## src/rtl/vmem_arb_pkg.sv

```systemverilog
// Shared types and widths for the video-memory arbiter slice.
// Optional posted-write buffer is enabled with VMEM_ARB_WRITE_POST_EN.
package vmem_arb_pkg;

    localparam int VMEM_ADDR_W = 14;
    localparam int VMEM_DATA_W = 12;

    // Starvation counter saturates at its all-ones value.
    localparam int WAIT_CNT_W = 10;
    localparam logic [WAIT_CNT_W-1:0] WAIT_CNT_MAX = '1;

    typedef enum logic [1:0] {
        IDLE    = 2'd0,
        RD_WAIT = 2'd1,
        ACK     = 2'd2
    } arb_state_t;

endpackage

```

## src/rtl/vmem_arbiter_if.sv

```systemverilog
// Bundles the video port, CPU bus port and RAM port of the arbiter.
// slave = arbiter side, master = video generator / CPU decoder / RAM side.
interface vmem_arbiter_if
    import vmem_arb_pkg::*;
#(
    parameter int ADDR_W = VMEM_ADDR_W,
    parameter int DATA_W = VMEM_DATA_W
);
    logic              vid_req;
    logic [ADDR_W-1:0] vid_addr;
    logic [DATA_W-1:0] vid_data;

    logic              cpu_req;
    logic              cpu_we;
    logic [ADDR_W-1:0] cpu_addr;
    logic [DATA_W-1:0] cpu_wdata;
    logic              cpu_ack;
    logic [DATA_W-1:0] cpu_rdata;
    logic              cpu_starved;

    logic [ADDR_W-1:0] mem_addr;
    logic [DATA_W-1:0] mem_wdata;
    logic              mem_we;
    logic [DATA_W-1:0] mem_q;

    modport slave (
        input  vid_req, vid_addr, cpu_req, cpu_we, cpu_addr, cpu_wdata, mem_q,
        output vid_data, cpu_ack, cpu_rdata, cpu_starved, mem_addr, mem_wdata, mem_we
    );

    modport master (
        output vid_req, vid_addr, cpu_req, cpu_we, cpu_addr, cpu_wdata, mem_q,
        input  vid_data, cpu_ack, cpu_rdata, cpu_starved, mem_addr, mem_wdata, mem_we
    );

endinterface

```

## src/rtl/vmem_arb_wait_counter.sv

```systemverilog
// Counts cycles a CPU request is held off; raises a sticky flag once the
// count reaches MAX_WAIT. Cleared only by reset (rst low).
module vmem_arb_wait_counter
    import vmem_arb_pkg::*;
#(
    parameter int MAX_WAIT = 300
) (
    input  logic clk,
    input  logic rst,
    input  logic inc,
    input  logic clr,
    output logic starved
);
    localparam logic [WAIT_CNT_W-1:0] MAX_WAIT_C = WAIT_CNT_W'(MAX_WAIT);

    logic [WAIT_CNT_W-1:0] cnt_reg;
    logic [WAIT_CNT_W-1:0] cnt_next;
    logic                  starved_reg;

    assign cnt_next = (cnt_reg == WAIT_CNT_MAX) ? cnt_reg : cnt_reg + 1'b1;

    always_ff @(posedge clk) begin
        if (!rst) begin
            cnt_reg     <= '0;
            starved_reg <= 1'b0;
        end else begin
            if (clr) begin
                cnt_reg <= '0;
            end else if (inc) begin
                cnt_reg <= cnt_next;
            end
            // Flag rises on the same edge the count reaches the threshold.
            if (inc && !clr && (cnt_next >= MAX_WAIT_C)) begin
                starved_reg <= 1'b1;
            end
        end
    end

    assign starved = starved_reg;

endmodule

```

## src/rtl/vmem_arbiter.sv

```systemverilog
// Video-memory arbiter: video has absolute priority, CPU gets single
// outstanding req/ack access in free cycles. Define VMEM_ARB_WRITE_POST_EN
// to add a one-entry posted-write buffer for CPU writes.
module vmem_arbiter
    import vmem_arb_pkg::*;
#(
    parameter int ADDR_W   = VMEM_ADDR_W,
    parameter int DATA_W   = VMEM_DATA_W,
    parameter int MAX_WAIT = 300
) (
    input  logic            clk,
    input  logic            rst,
    vmem_arbiter_if.slave   bus
);
    arb_state_t        state_reg;
    arb_state_t        state_next;
    logic [DATA_W-1:0] rdata_reg;
    logic              cpu_grant;
    logic              wait_inc;
    logic              wait_clr;
    logic              starved;

`ifdef VMEM_ARB_WRITE_POST_EN
    logic              post_valid_reg;
    logic [ADDR_W-1:0] post_addr_reg;
    logic [DATA_W-1:0] post_data_reg;
    logic              post_accept;
    logic              post_drain;
`endif

    always_comb begin
        state_next = state_reg;
        cpu_grant  = 1'b0;
        wait_inc   = 1'b0;
        wait_clr   = 1'b0;
`ifdef VMEM_ARB_WRITE_POST_EN
        post_accept = 1'b0;
        // Buffer drains in any state as soon as video leaves the RAM free.
        post_drain  = rst && post_valid_reg && !bus.vid_req;
`endif
        case (state_reg)
            IDLE: begin
                if (rst && bus.cpu_req) begin
`ifdef VMEM_ARB_WRITE_POST_EN
                    if (bus.cpu_we && !post_valid_reg) begin
                        post_accept = 1'b1;
                        wait_clr    = 1'b1;
                        state_next  = ACK;
                    end else if (!bus.cpu_we && !bus.vid_req && !post_valid_reg) begin
                        // Reads wait for the buffer so they see the posted data.
                        cpu_grant  = 1'b1;
                        wait_clr   = 1'b1;
                        state_next = RD_WAIT;
                    end else begin
                        wait_inc = 1'b1;
                    end
`else
                    if (!bus.vid_req) begin
                        cpu_grant  = 1'b1;
                        wait_clr   = 1'b1;
                        state_next = bus.cpu_we ? ACK : RD_WAIT;
                    end else begin
                        wait_inc = 1'b1;
                    end
`endif
                end
            end
            RD_WAIT: state_next = ACK;
            ACK:     state_next = IDLE;
            default: state_next = IDLE;
        endcase
    end

    // RAM port mux; grant/drain are already gated off while rst is low.
    always_comb begin
        bus.mem_addr  = {ADDR_W{1'b0}};
        bus.mem_we    = 1'b0;
        bus.mem_wdata = bus.cpu_wdata;
        if (bus.vid_req) begin
            bus.mem_addr = bus.vid_addr;
`ifdef VMEM_ARB_WRITE_POST_EN
        end else if (post_drain) begin
            bus.mem_addr  = post_addr_reg;
            bus.mem_wdata = post_data_reg;
            bus.mem_we    = 1'b1;
`endif
        end else if (cpu_grant) begin
            bus.mem_addr = bus.cpu_addr;
            bus.mem_we   = bus.cpu_we;
        end
    end

    always_ff @(posedge clk) begin
        if (!rst) begin
            state_reg <= IDLE;
            rdata_reg <= '0;
        end else begin
            state_reg <= state_next;
            if (state_reg == RD_WAIT) begin
                rdata_reg <= bus.mem_q;
            end
        end
    end

`ifdef VMEM_ARB_WRITE_POST_EN
    always_ff @(posedge clk) begin
        if (!rst) begin
            post_valid_reg <= 1'b0;
        end else if (post_accept) begin
            post_valid_reg <= 1'b1;
            post_addr_reg  <= bus.cpu_addr;
            post_data_reg  <= bus.cpu_wdata;
        end else if (post_drain) begin
            post_valid_reg <= 1'b0;
        end
    end
`endif

    vmem_arb_wait_counter #(
        .MAX_WAIT (MAX_WAIT)
    ) u_wait_cnt (
        .clk     (clk),
        .rst     (rst),
        .inc     (wait_inc),
        .clr     (wait_clr),
        .starved (starved)
    );

    assign bus.vid_data    = bus.mem_q;
    assign bus.cpu_ack     = (state_reg == ACK);
    assign bus.cpu_rdata   = rdata_reg;
    assign bus.cpu_starved = starved;

endmodule

```

## src/flat_wrapper.sv

```systemverilog
// flat-port wrapper written by rule: the top's interface ports become plain ports
module vmem_arbiter_flat import vmem_arb_pkg::*;
#(
    parameter int ADDR_W   = VMEM_ADDR_W,
    parameter int DATA_W   = VMEM_DATA_W,
    parameter int MAX_WAIT = 300
)
  (clk, rst, bus_vid_req, bus_vid_addr, bus_cpu_req, bus_cpu_we, bus_cpu_addr, bus_cpu_wdata, bus_mem_q, bus_vid_data, bus_cpu_ack, bus_cpu_rdata, bus_cpu_starved, bus_mem_addr, bus_mem_wdata, bus_mem_we);
  vmem_arbiter_if #(.ADDR_W(ADDR_W), .DATA_W(DATA_W)) bus_i ();
  input  logic clk;
  input  logic rst;
  input wire logic [$bits(bus_i.vid_req)-1:0] bus_vid_req;
  input wire logic [$bits(bus_i.vid_addr)-1:0] bus_vid_addr;
  input wire logic [$bits(bus_i.cpu_req)-1:0] bus_cpu_req;
  input wire logic [$bits(bus_i.cpu_we)-1:0] bus_cpu_we;
  input wire logic [$bits(bus_i.cpu_addr)-1:0] bus_cpu_addr;
  input wire logic [$bits(bus_i.cpu_wdata)-1:0] bus_cpu_wdata;
  input wire logic [$bits(bus_i.mem_q)-1:0] bus_mem_q;
  output wire logic [$bits(bus_i.vid_data)-1:0] bus_vid_data;
  output wire logic [$bits(bus_i.cpu_ack)-1:0] bus_cpu_ack;
  output wire logic [$bits(bus_i.cpu_rdata)-1:0] bus_cpu_rdata;
  output wire logic [$bits(bus_i.cpu_starved)-1:0] bus_cpu_starved;
  output wire logic [$bits(bus_i.mem_addr)-1:0] bus_mem_addr;
  output wire logic [$bits(bus_i.mem_wdata)-1:0] bus_mem_wdata;
  output wire logic [$bits(bus_i.mem_we)-1:0] bus_mem_we;
  assign bus_i.vid_req = bus_vid_req;
  assign bus_i.vid_addr = bus_vid_addr;
  assign bus_i.cpu_req = bus_cpu_req;
  assign bus_i.cpu_we = bus_cpu_we;
  assign bus_i.cpu_addr = bus_cpu_addr;
  assign bus_i.cpu_wdata = bus_cpu_wdata;
  assign bus_i.mem_q = bus_mem_q;
  assign bus_vid_data = bus_i.vid_data;
  assign bus_cpu_ack = bus_i.cpu_ack;
  assign bus_cpu_rdata = bus_i.cpu_rdata;
  assign bus_cpu_starved = bus_i.cpu_starved;
  assign bus_mem_addr = bus_i.mem_addr;
  assign bus_mem_wdata = bus_i.mem_wdata;
  assign bus_mem_we = bus_i.mem_we;
  vmem_arbiter #(.ADDR_W(ADDR_W), .DATA_W(DATA_W), .MAX_WAIT(MAX_WAIT)) u_core (.clk(clk), .rst(rst), .bus(bus_i));
endmodule
```

## config.mk

```make
export PLATFORM = sky130hd
export DESIGN_NAME = vmem_arbiter_flat
export DESIGN_NICKNAME = d
export VERILOG_FILES = /design/src/rtl/vmem_arb_pkg.sv /design/src/rtl/vmem_arbiter_if.sv /design/src/rtl/vmem_arb_wait_counter.sv /design/src/rtl/vmem_arbiter.sv /design/src/flat_wrapper.sv
export SDC_FILE = /design/constraint.sdc
export NUM_CORES = 1
export LEC_CHECK = 0
export CAP_MARGIN = 25
export CORE_MARGIN = 2
export CORE_UTILIZATION = 35
export DETAILED_ROUTE_END_ITERATION = 6
export PLACE_DENSITY = 0.79
export SKIP_LAST_GASP = 1
export SYNTH_ARGS = -nofsm -noshare
export SYNTH_HDL_FRONTEND = slang
export SYNTH_HIERARCHICAL = 1
export SYNTH_SLANG_ARGS = --single-unit
```

## constraint.sdc

```tcl
create_clock -name clk -period 4.2 [get_ports clk]
set_input_delay 0.84 -clock clk [delete_from_list [all_inputs] [get_ports clk]]
set_output_delay 0.84 -clock clk [all_outputs]
set_load 0.01 [all_outputs]
```

==> results of run 1 <==
[power by group through the flow]
| stage | clock network [mW] | registers, mW | logic, mW |
|---|---|---|---|
| 2_1_floorplan | 0 | 0.249 | 0.0569 |
| 3_3_place_gp | 0 | 0.248 | 0.119 |
| 3_5_place_dp | 0 | 0.249 | 0.120 |
| 4_1_cts | 0.147 | 0.243 | 0.120 |
| 5_1_grt | 0.160 | 0.244 | 0.127 |
| 6_report | 0.140 | 0.243 | 0.119 |
[worst reg2reg max path, stage by stage (launching register included)]
cell     delay [ps]
dfxtp_1         410
ha_1            270
nand3_1         180
nor2_1          420
a31oi_1         190
o311a_1         350
[metal layers]
layer	vias to the layer above	share of wire [%]
met5	-	0
met4	0	1.2
met3	4	10
met2	80	49
met1	717	40
li1	771	-
[worst paths after layout]
path / startpoint / end / slack (ps)
hold / removal: u_core/bus.cpu_rdata[2] / u_core/bus.cpu_rdata[2] / 460
hold reg to reg: u_core/bus.cpu_rdata[2] / u_core/bus.cpu_rdata[2] / 460
setup reg to reg: u_core/u_wait_cnt/cnt_reg[0] / u_core/u_wait_cnt/starved / 2300
setup / recovery: rst / bus_mem_addr[8] / 550
[cell families (layout without fill, tap and decap cells)]
| kind of cell | Yosys count | after routing | share of synthesized area [%] |
|---|---|---|---|
| multiplexers | 3 | 3 | 1.945 |
| flip-flops | 25 | 25 | 32.41 |
| buffers and inverters | 36 | 94 | 16.29 |
| AND/OR/NAND/NOR | 79 | 79 | 26.09 |
| adder cells (fa/ha/maj) | 1 | 1 | 0.8102 |
| AO/OA/AOI/OAI | 44 | 44 | 21.31 |
| XOR/XNOR | 2 | 2 | 1.135 |
[layout make-up]
type / count / area [um2]
Tap cell: 52 / 65.06
Clock buffer: 3 / 41.29
Inverter: 3 / 11.26
Timing Repair Buffer: 87 / 865.8
Fill cell: 432 / 2013
Multi-Input combinational cell: 129 / 792.0
Sequential cell: 25 / 500.5
Clock inverter: 1 / 5.005
[synthesized netlist by cell type, drive strengths merged (3+ instances only)]
cell    number  area, um2
nand2       32      120.1
mux2i        3      30.03
a21boi      12      90.09
clkbuf       3      11.26
and2         4      25.02
a31oi        5      31.28
a22o        14      122.6
buf         30      229.0
and4         5      43.79
nor3         4      20.02
nor2         9      33.78
nand3        7      35.03
and3         6      37.54
nand4        4      25.02
a21oi        4      20.02
inv          3      11.26
o21ai        4      20.02
dfxtp       25      500.5
==> results.yml, run 1 <==
synthesis:
  post_synth.cell_area_avg_um2: 8.126
  synthFlopType: "dfxtp_1"
  netlist_instances: 190
  yosysUniqueCellTypes: 34
  syn_nets: 248
  synth_edf_count: 0
  ys_seq_area_share_pct: 32.41
  async_reset_ff_share_pct: 0
  synth_seq_cells: 25
  yosysWarnings: 6
  netlist_area_mm2: 0.001544
sta:
  timing.final.crit_share_pct: 86.97
  hold_viol_final: 0
  relSlewSlack_pct: 60.25
  layout_setup_ws_ps: 547.1
  worst_slew_pin_slew_ps: 596.3
  finalCriticalPeriod_ps: 3653
  setup-tns-final_ps: 0
  hold_ws_ps: 464.2
  clock_skew_ps: 5.365
  rsz0062_at_grt: "no"
  setup_viol: 0
  fmax_ghz: 0.2738
  drv_slew: 0
place:
  dpl_cell_area_mm2: 0.002235
  hpwl_um: 2898
  port_buffers: 85
  place_ws_ps: 550.3
  placedCellCount: 296
  gp_congestion: 0.8285
clock_network:
  cts.sinks: 25
  h-tree-depth: 1
  clk_pin_slew_ps: 90
  cts_resized: 0
  postCtsSetupBuffers: 0
  clock_latency_ps: 260
  cts_root_buffer: "clkbuf_8"
  ctsHoldBuffers: 0
  cts_buffers: 3
  cts_buffer_depth: 2
  cts_tree: "yes"
final_layout:
  area_delta_synth_final_pct: 47.73
  post-route-util_pct: 53.12
  diodes: 0
  drive_gt1_share_pct: 2.823
  layout_commonest_cell: "clkdlybuf4s50_1"
  num-nets-final: 307
  design_area_mm2: 0.002281
  final_cell_mix: "clkdlybuf4s50_1 (85), nand2_1 (32), dfxtp_1 (25), a22o_1 (14), a21boi_0 (12)"
  stdcell_count: 300
  largest_reg_flops: 12
global_route:
  track_usage_pct: 14.58
  use_met1_pct: 16.90
  grtUsageMet3_pct: 3.463
  grt-ovfl-total: 0
  grt.busiest_layer: "met2"
  grt_pass1_vias: 1408
  grt_pass1_wl_um: 6016
  grt_max_degree: 18
  antenna_found_initial: 0
  grt_use_met2_pct: 26.00
worst_setup_path:
  cp_slowest_stage_delay_ps: 560
  path_cells: "clkdlybuf4s50_1, nor3b_2, and3_1, a22o_1, clkdlybuf4s50_1"
  crit_cells: 5
  critPathArrivalTime_ps: 2810
  path_buf_inv: 2
  crit_slowest_cell: "and3_1"
  path_delay_family: "buffers and inverters"
  critPathKind: "input port to output pin"
  cp-end-kind: "output pin"
  crit_top_cell: "clkdlybuf4s50_1"
  crit_fanout: 17
  r2r_cells: 5
  crit_required_ps: 3360
  crit_path_start_kind: "input port"
die:
  rows: 24
  start_util_pct: 35.96
  die_w_um: 70.42
  num_io_pins: 110
  dieHeight_um: 70.42
  die_area_mm2: 0.004959
  core_mm2: 0.004294
outcome:
  status: "finished, final reports clean"
routing:
  drc_errors: 0
  firstDrtPassIters: 4
  drt_iter0_drc: 50
  via_per_inst: 5.240
  wl_per_cell_um: 12.46
  finalWirelength_um: 3739
  antenna_left: 0
  vias: 1572
power_and_ir_drop:
  netSwitchingPower_mw: 0.1157
  clkPwrFrac_pct: 27.9
  p_total_mw: 0.5015
  peakVddDrop_uv: 142.6
  combPwrFrac_pct: 23.7
  powerDensity_mw_per_mm2: 219.9
  pwr-share-seq_pct: 48.4
  p_sw_share_pct: 23.08
  p_leak_nw: 0.8746
  p_int_mw: 0.3857
flow_run:
  maxCapViolCount: 0
min_path:
  whs_path_depth: 2
  hp-class: "flip-flop to flip-flop"
Note: power is estimated with default switching activity, not from simulation.
==> run 2, diff against run 1 <==
--- a/config.mk
+++ b/config.mk
@@ -10,6 +10,7 @@
 export CORE_UTILIZATION = 35
 export DETAILED_ROUTE_END_ITERATION = 6
 export PLACE_DENSITY = 0.79
+export RECOVER_POWER = 50
 export SKIP_LAST_GASP = 1
 export SYNTH_ARGS = -nofsm -noshare
 export SYNTH_HDL_FRONTEND = slang
==> constraint.sdc (replaced) <==
create_clock -name clk -period 3.45 [get_ports clk]
set_input_delay 0.69 -clock clk [delete_from_list [all_inputs] [get_ports clk]]
set_output_delay 0.69 -clock clk [all_outputs]
set_load 0.01 [all_outputs]
==> results.yml, run 2 (synthesis results as in run 1) <==
clock_network:
  ctsHoldBuffers: 0
  cts_root_buffer: "clkbuf_8"
  cts_resized: 0
  h-tree-depth: 1
  clock_latency_ps: 260
  cts_buffer_depth: 2
  clk_pin_slew_ps: 80
  cts_tree: "yes"
  cts.sinks: 25
  cts_buffers: 3
  postCtsSetupBuffers: 0
place:
  gp_congestion: 0.8145
  hpwl_um: 3023
  port_buffers: 85
sta:
  setup_viol: 0
  setup-tns-final_ps: 0
  finalCriticalPeriod_ps: 3212
  rsz0062_at_grt: "no"
  timing.final.crit_share_pct: 93.10
  hold_viol_final: 0
  worst_slew_pin_slew_ps: 491.7
  fmax_ghz: 0.3113
  drv_slew: 0
  clock_skew_ps: 1.332
  relSlewSlack_pct: 67.22
final_layout:
  area_delta_synth_final_pct: 48.70
  largest_reg_flops: 12
  layout_commonest_cell: "clkdlybuf4s50_1"
  nFillCells: 404
  final_cell_mix: "clkdlybuf4s50_1 (72), nand2_1 (32), dfxtp_1 (25), a22o_1 (14), dlygate4sd3_1 (13)"
  drive_gt1_share_pct: 2.410
  num-nets-final: 308
  diodes: 0
die:
  dieHeight_um: 70.42
  num_io_pins: 110
  die_w_um: 70.42
  start_util_pct: 35.96
  die_area_mm2: 0.004959
  rows: 24
  core_mm2: 0.004294
global_route:
  grt_pass1_wl_um: 6506
  antenna_found_initial: 0
  grt_max_degree: 16
  grt-ovfl-total: 0
  grt_pass1_vias: 1475
  track_usage_pct: 15.82
min_path:
  min_from: "u_core/bus.cpu_rdata[5]"
  whs_path_depth: 2
  hp-class: "flip-flop to flip-flop"
routing:
  drt_iter0_drc: 40
  firstDrtPassIters: 4
  vias: 1544
  finalWirelength_um: 3887
  antenna_left: 0
  drc_errors: 0
  wl_per_cell_um: 12.91
  via_per_inst: 5.130
power_and_ir_drop:
  powerDensity_mw_per_mm2: 266.2
  p_total_mw: 0.6112
  p_leak_nw: 0.9214
  peakVddDrop_uv: 150.0
worst_setup_path:
  crit_path_start_kind: "input port"
  cp-end-kind: "output pin"
  timing.rr.start: "u_core/u_wait_cnt/cnt_reg[0]"
  critPathLaunch: "rst"
  critPathArrivalTime_ps: 2520
  crit_fanout: 12
  critPathKind: "input port to output pin"
  crit_required_ps: 2760
  r2r_cells: 6
outcome:
  status: "finished, final reports clean"
flow_run:
  maxCapViolCount: 0
run 2: worst max-delay path, stage by stage:
cell	delay [ps]
clkdlybuf4s50_1	470
nor3b_2	190
and3_1	340
buf_12	170
and2_1	130
clkdlybuf4s50_1	530
run 2: per-layer routing:
layer	global-route usage (%)	vias to the layer above	share of wire, %
met4	6.624	0	1.3
met1	19.08	688	40
met5	0	-	0
met2	27.46	78	49
met3	2.742	4	10
li1	-	774	-
run 2: path summary, 6_finish.rpt:
path | endpoint | slack, ps
worst min-delay path | u_core/bus.cpu_rdata[5] | 460
worst min register to register | u_core/bus.cpu_rdata[5] | 460
worst max-delay path | bus_mem_we | 240
worst max register to register | u_core/u_wait_cnt/starved | 1620
run 2: where the power goes:
group          leakage, nW  switching, mW  total [mW]  internal, mW
clock               0.0228         0.0870       0.169        0.0825
combinational        0.697         0.0493       0.146        0.0968
sequential           0.202        0.00304       0.296         0.293
total                0.921          0.139       0.611         0.472
run 2: final cells by class:
class                      instances  area (um2)  share of cell area, %
clock buffer                       4       45.04                  1.962
inverter                           3       11.26                 0.4905
multi-input combinational        129       792.0                  34.50
sequential                        25       500.5                  21.80
tap                               52       65.06                  2.834
timing repair buffer              88       882.1                  38.42
run 2: stage by stage:
| step | instance area [um2] | worst slack (ps) | util, % | cells | hold WS, ps |
|---|---|---|---|---|---|
| detailed placement | 2255 | 228.4 | 52.51 | 297 | 455.1 |
| CTS | 2300 | 217.1 | 53.55 | 301 | 466.8 |
| global placement | 2255 | 289.5 | 52.51 | 297 | 448.2 |
| global route | 2296 | 92.10 | 53.47 | 301 | 486.7 |
| finish | 2296 | 237.9 | 53.47 | 301 | 462.0 |
| floorplan | 1544 | 1277 | - | 190 | 462.2 |
==> run 3, diff against run 2 <==
--- a/config.mk
+++ b/config.mk
@@ -6,7 +6,7 @@
 export NUM_CORES = 1
 export LEC_CHECK = 0
 export CAP_MARGIN = 25
-export CORE_MARGIN = 2
+export CORE_MARGIN = 4
 export CORE_UTILIZATION = 35
 export DETAILED_ROUTE_END_ITERATION = 6
 export PLACE_DENSITY = 0.79
==> results.yml, run 3 (synthesis results as in run 1) <==
final_layout:
  num-nets-final: 308
  diodes: 0
  largest_reg_flops: 12
  layout_commonest_cell: "clkdlybuf4s50_1"
  seq_area_um2: 500.5
  area_delta_synth_final_pct: 47.97
  final_cell_mix: "clkdlybuf4s50_1 (71), nand2_1 (32), dfxtp_1 (25), dlygate4sd3_1 (14), a22o_1 (14)"
  drive_gt1_share_pct: 2.811
  multi_input_area_um2: 792.0
  stdcell_count: 299
  nFillCells: 407
die:
  num_io_pins: 110
  dieHeight_um: 74.42
  die_area_mm2: 0.005538
  rows: 23
  core_mm2: 0.004144
  die_w_um: 74.42
  start_util_pct: 37.26
worst_setup_path:
  crit_fanout: 16
  timing.rr.start: "u_core/u_wait_cnt/cnt_reg[0]"
  path_cells: "dlygate4sd3_1, nor3b_2, and3_1, buf_4, a22o_1, clkdlybuf4s50_1"
  crit_slowest_cell: "dlygate4sd3_1"
  critPathKind: "input port to output pin"
  path_buf_inv: 3
  path_delay_family: "buffers and inverters"
  rrSetupSlack_ps: 1630
  cp_slowest_stage_delay_ps: 550
  crit_path_start_kind: "input port"
  r2r_cells: 6
  critPathArrivalTime_ps: 2540
  cp-end-kind: "output pin"
  r2r_end: "u_core/u_wait_cnt/starved"
  crit_required_ps: 2760
clock_network:
  cts_root_buffer: "clkbuf_8"
  clock_latency_ps: 270
  cts_resized: 0
  ctsHoldBuffers: 0
  h-tree-depth: 1
  clk_pin_slew_ps: 90
  cts_buffer_depth: 2
  cts.sinks: 25
  cts_buffers: 3
  cts_tree: "yes"
  postCtsSetupBuffers: 0
routing:
  drc_errors: 0
  via_per_inst: 5.077
  finalWirelength_um: 3942
  vias: 1518
  antenna_left: 0
  drt_iter0_drc: 58
  wl_per_cell_um: 13.18
  firstDrtPassIters: 4
outcome:
  status: "finished, final reports clean"
global_route:
  grt_pass1_vias: 1360
  grt_max_degree: 17
  antenna_found_initial: 0
  grt_pass1_wl_um: 6065
  grt-ovfl-total: 0
  track_usage_pct: 13.49
flow_run:
  maxCapViolCount: 0
sta:
  setup_viol: 0
  hold_ws_ps: 465.4
  hold_viol_final: 0
  fmax_ghz: 0.3093
  finalCriticalPeriod_ps: 3234
  layout_setup_ws_ps: 216.5
  clock_skew_ps: 1.479
  drv_slew: 0
  worst_slew_pin_slew_ps: 487.5
  timing.final.crit_share_pct: 93.73
  relSlewSlack_pct: 67.50
  rsz0062_at_grt: "no"
  setup-tns-final_ps: 0
place:
  port_buffers: 85
  place_ws_ps: 254.5
  placedCellCount: 295
  gp_congestion: 0.7235
  hpwl_um: 3141
power_and_ir_drop:
  p_leak_nw: 0.9176
  peakVddDrop_uv: 206.2
  powerDensity_mw_per_mm2: 269.4
min_path:
  whs_path_depth: 2
  min_to: "u_core/bus.cpu_rdata[11]"
  hp-class: "flip-flop to flip-flop"
  min_from: "u_core/bus.cpu_rdata[11]"
## run 3: cell types whose count changed in the layout (fill, tap and decap cells not counted)
cell	change
clkbuf_1	-1
buf_12	-1
dlygate4sd3_1	+1
clkdlybuf4s50_1	-1
buf_4	+1
clkinvlp_4	+1
## run 3: routing by layer
layer,global-route usage (%),up-vias,share of wire [%]
met4,0.9881,0,0
li1,-,777,-
met3,5.541,0,13
met1,16.41,670,40
met2,23.32,71,47
met5,0,-,0
## run 3: stage by stage
step	area [um2]	utilization [%]	total power [mW]
after floorplan	1544	-	0.3728
after global placement	2240	54.05	0.4478
after detailed placement	2240	54.05	0.4494
after CTS	2288	55.22	0.6273
after global routing	2285	55.13	0.6508
final	2285	55.13	0.6154
## run 3: worst max path at each step
stage,cells past startpoint,startpoint,endpoint
after floorplan,6,bus_vid_req,bus_mem_addr[10]
after global placement,6,rst,bus_mem_addr[5]
after detailed placement,6,rst,bus_mem_addr[3]
after CTS,6,rst,bus_mem_addr[3]
after global routing,6,rst,bus_mem_addr[3]
final,6,rst,bus_mem_addr[5]
## run 3: tightest hold or removal path, cell delays in order, from the launching register on
cell and delay [ps]:
dfxtp_1 320, nand2_1 40, a21boi_0 60
## run 3: area by class of cell
type / instances / area share, %
Tap cell: 50 / 2.738
Sequential cell: 25 / 21.91
Multi-Input combinational cell: 129 / 34.67
Clock buffer: 3 / 1.807
Timing Repair Buffer: 88 / 38.06
Clock inverter: 1 / 0.3286
Inverter: 3 / 0.4929
## run 3: power breakdown
part	total (mW)	switching (mW)	internal [mW]
logic	0.143	0.0480	0.0952
clock network	0.176	0.0946	0.0818
registers	0.296	0.00307	0.293
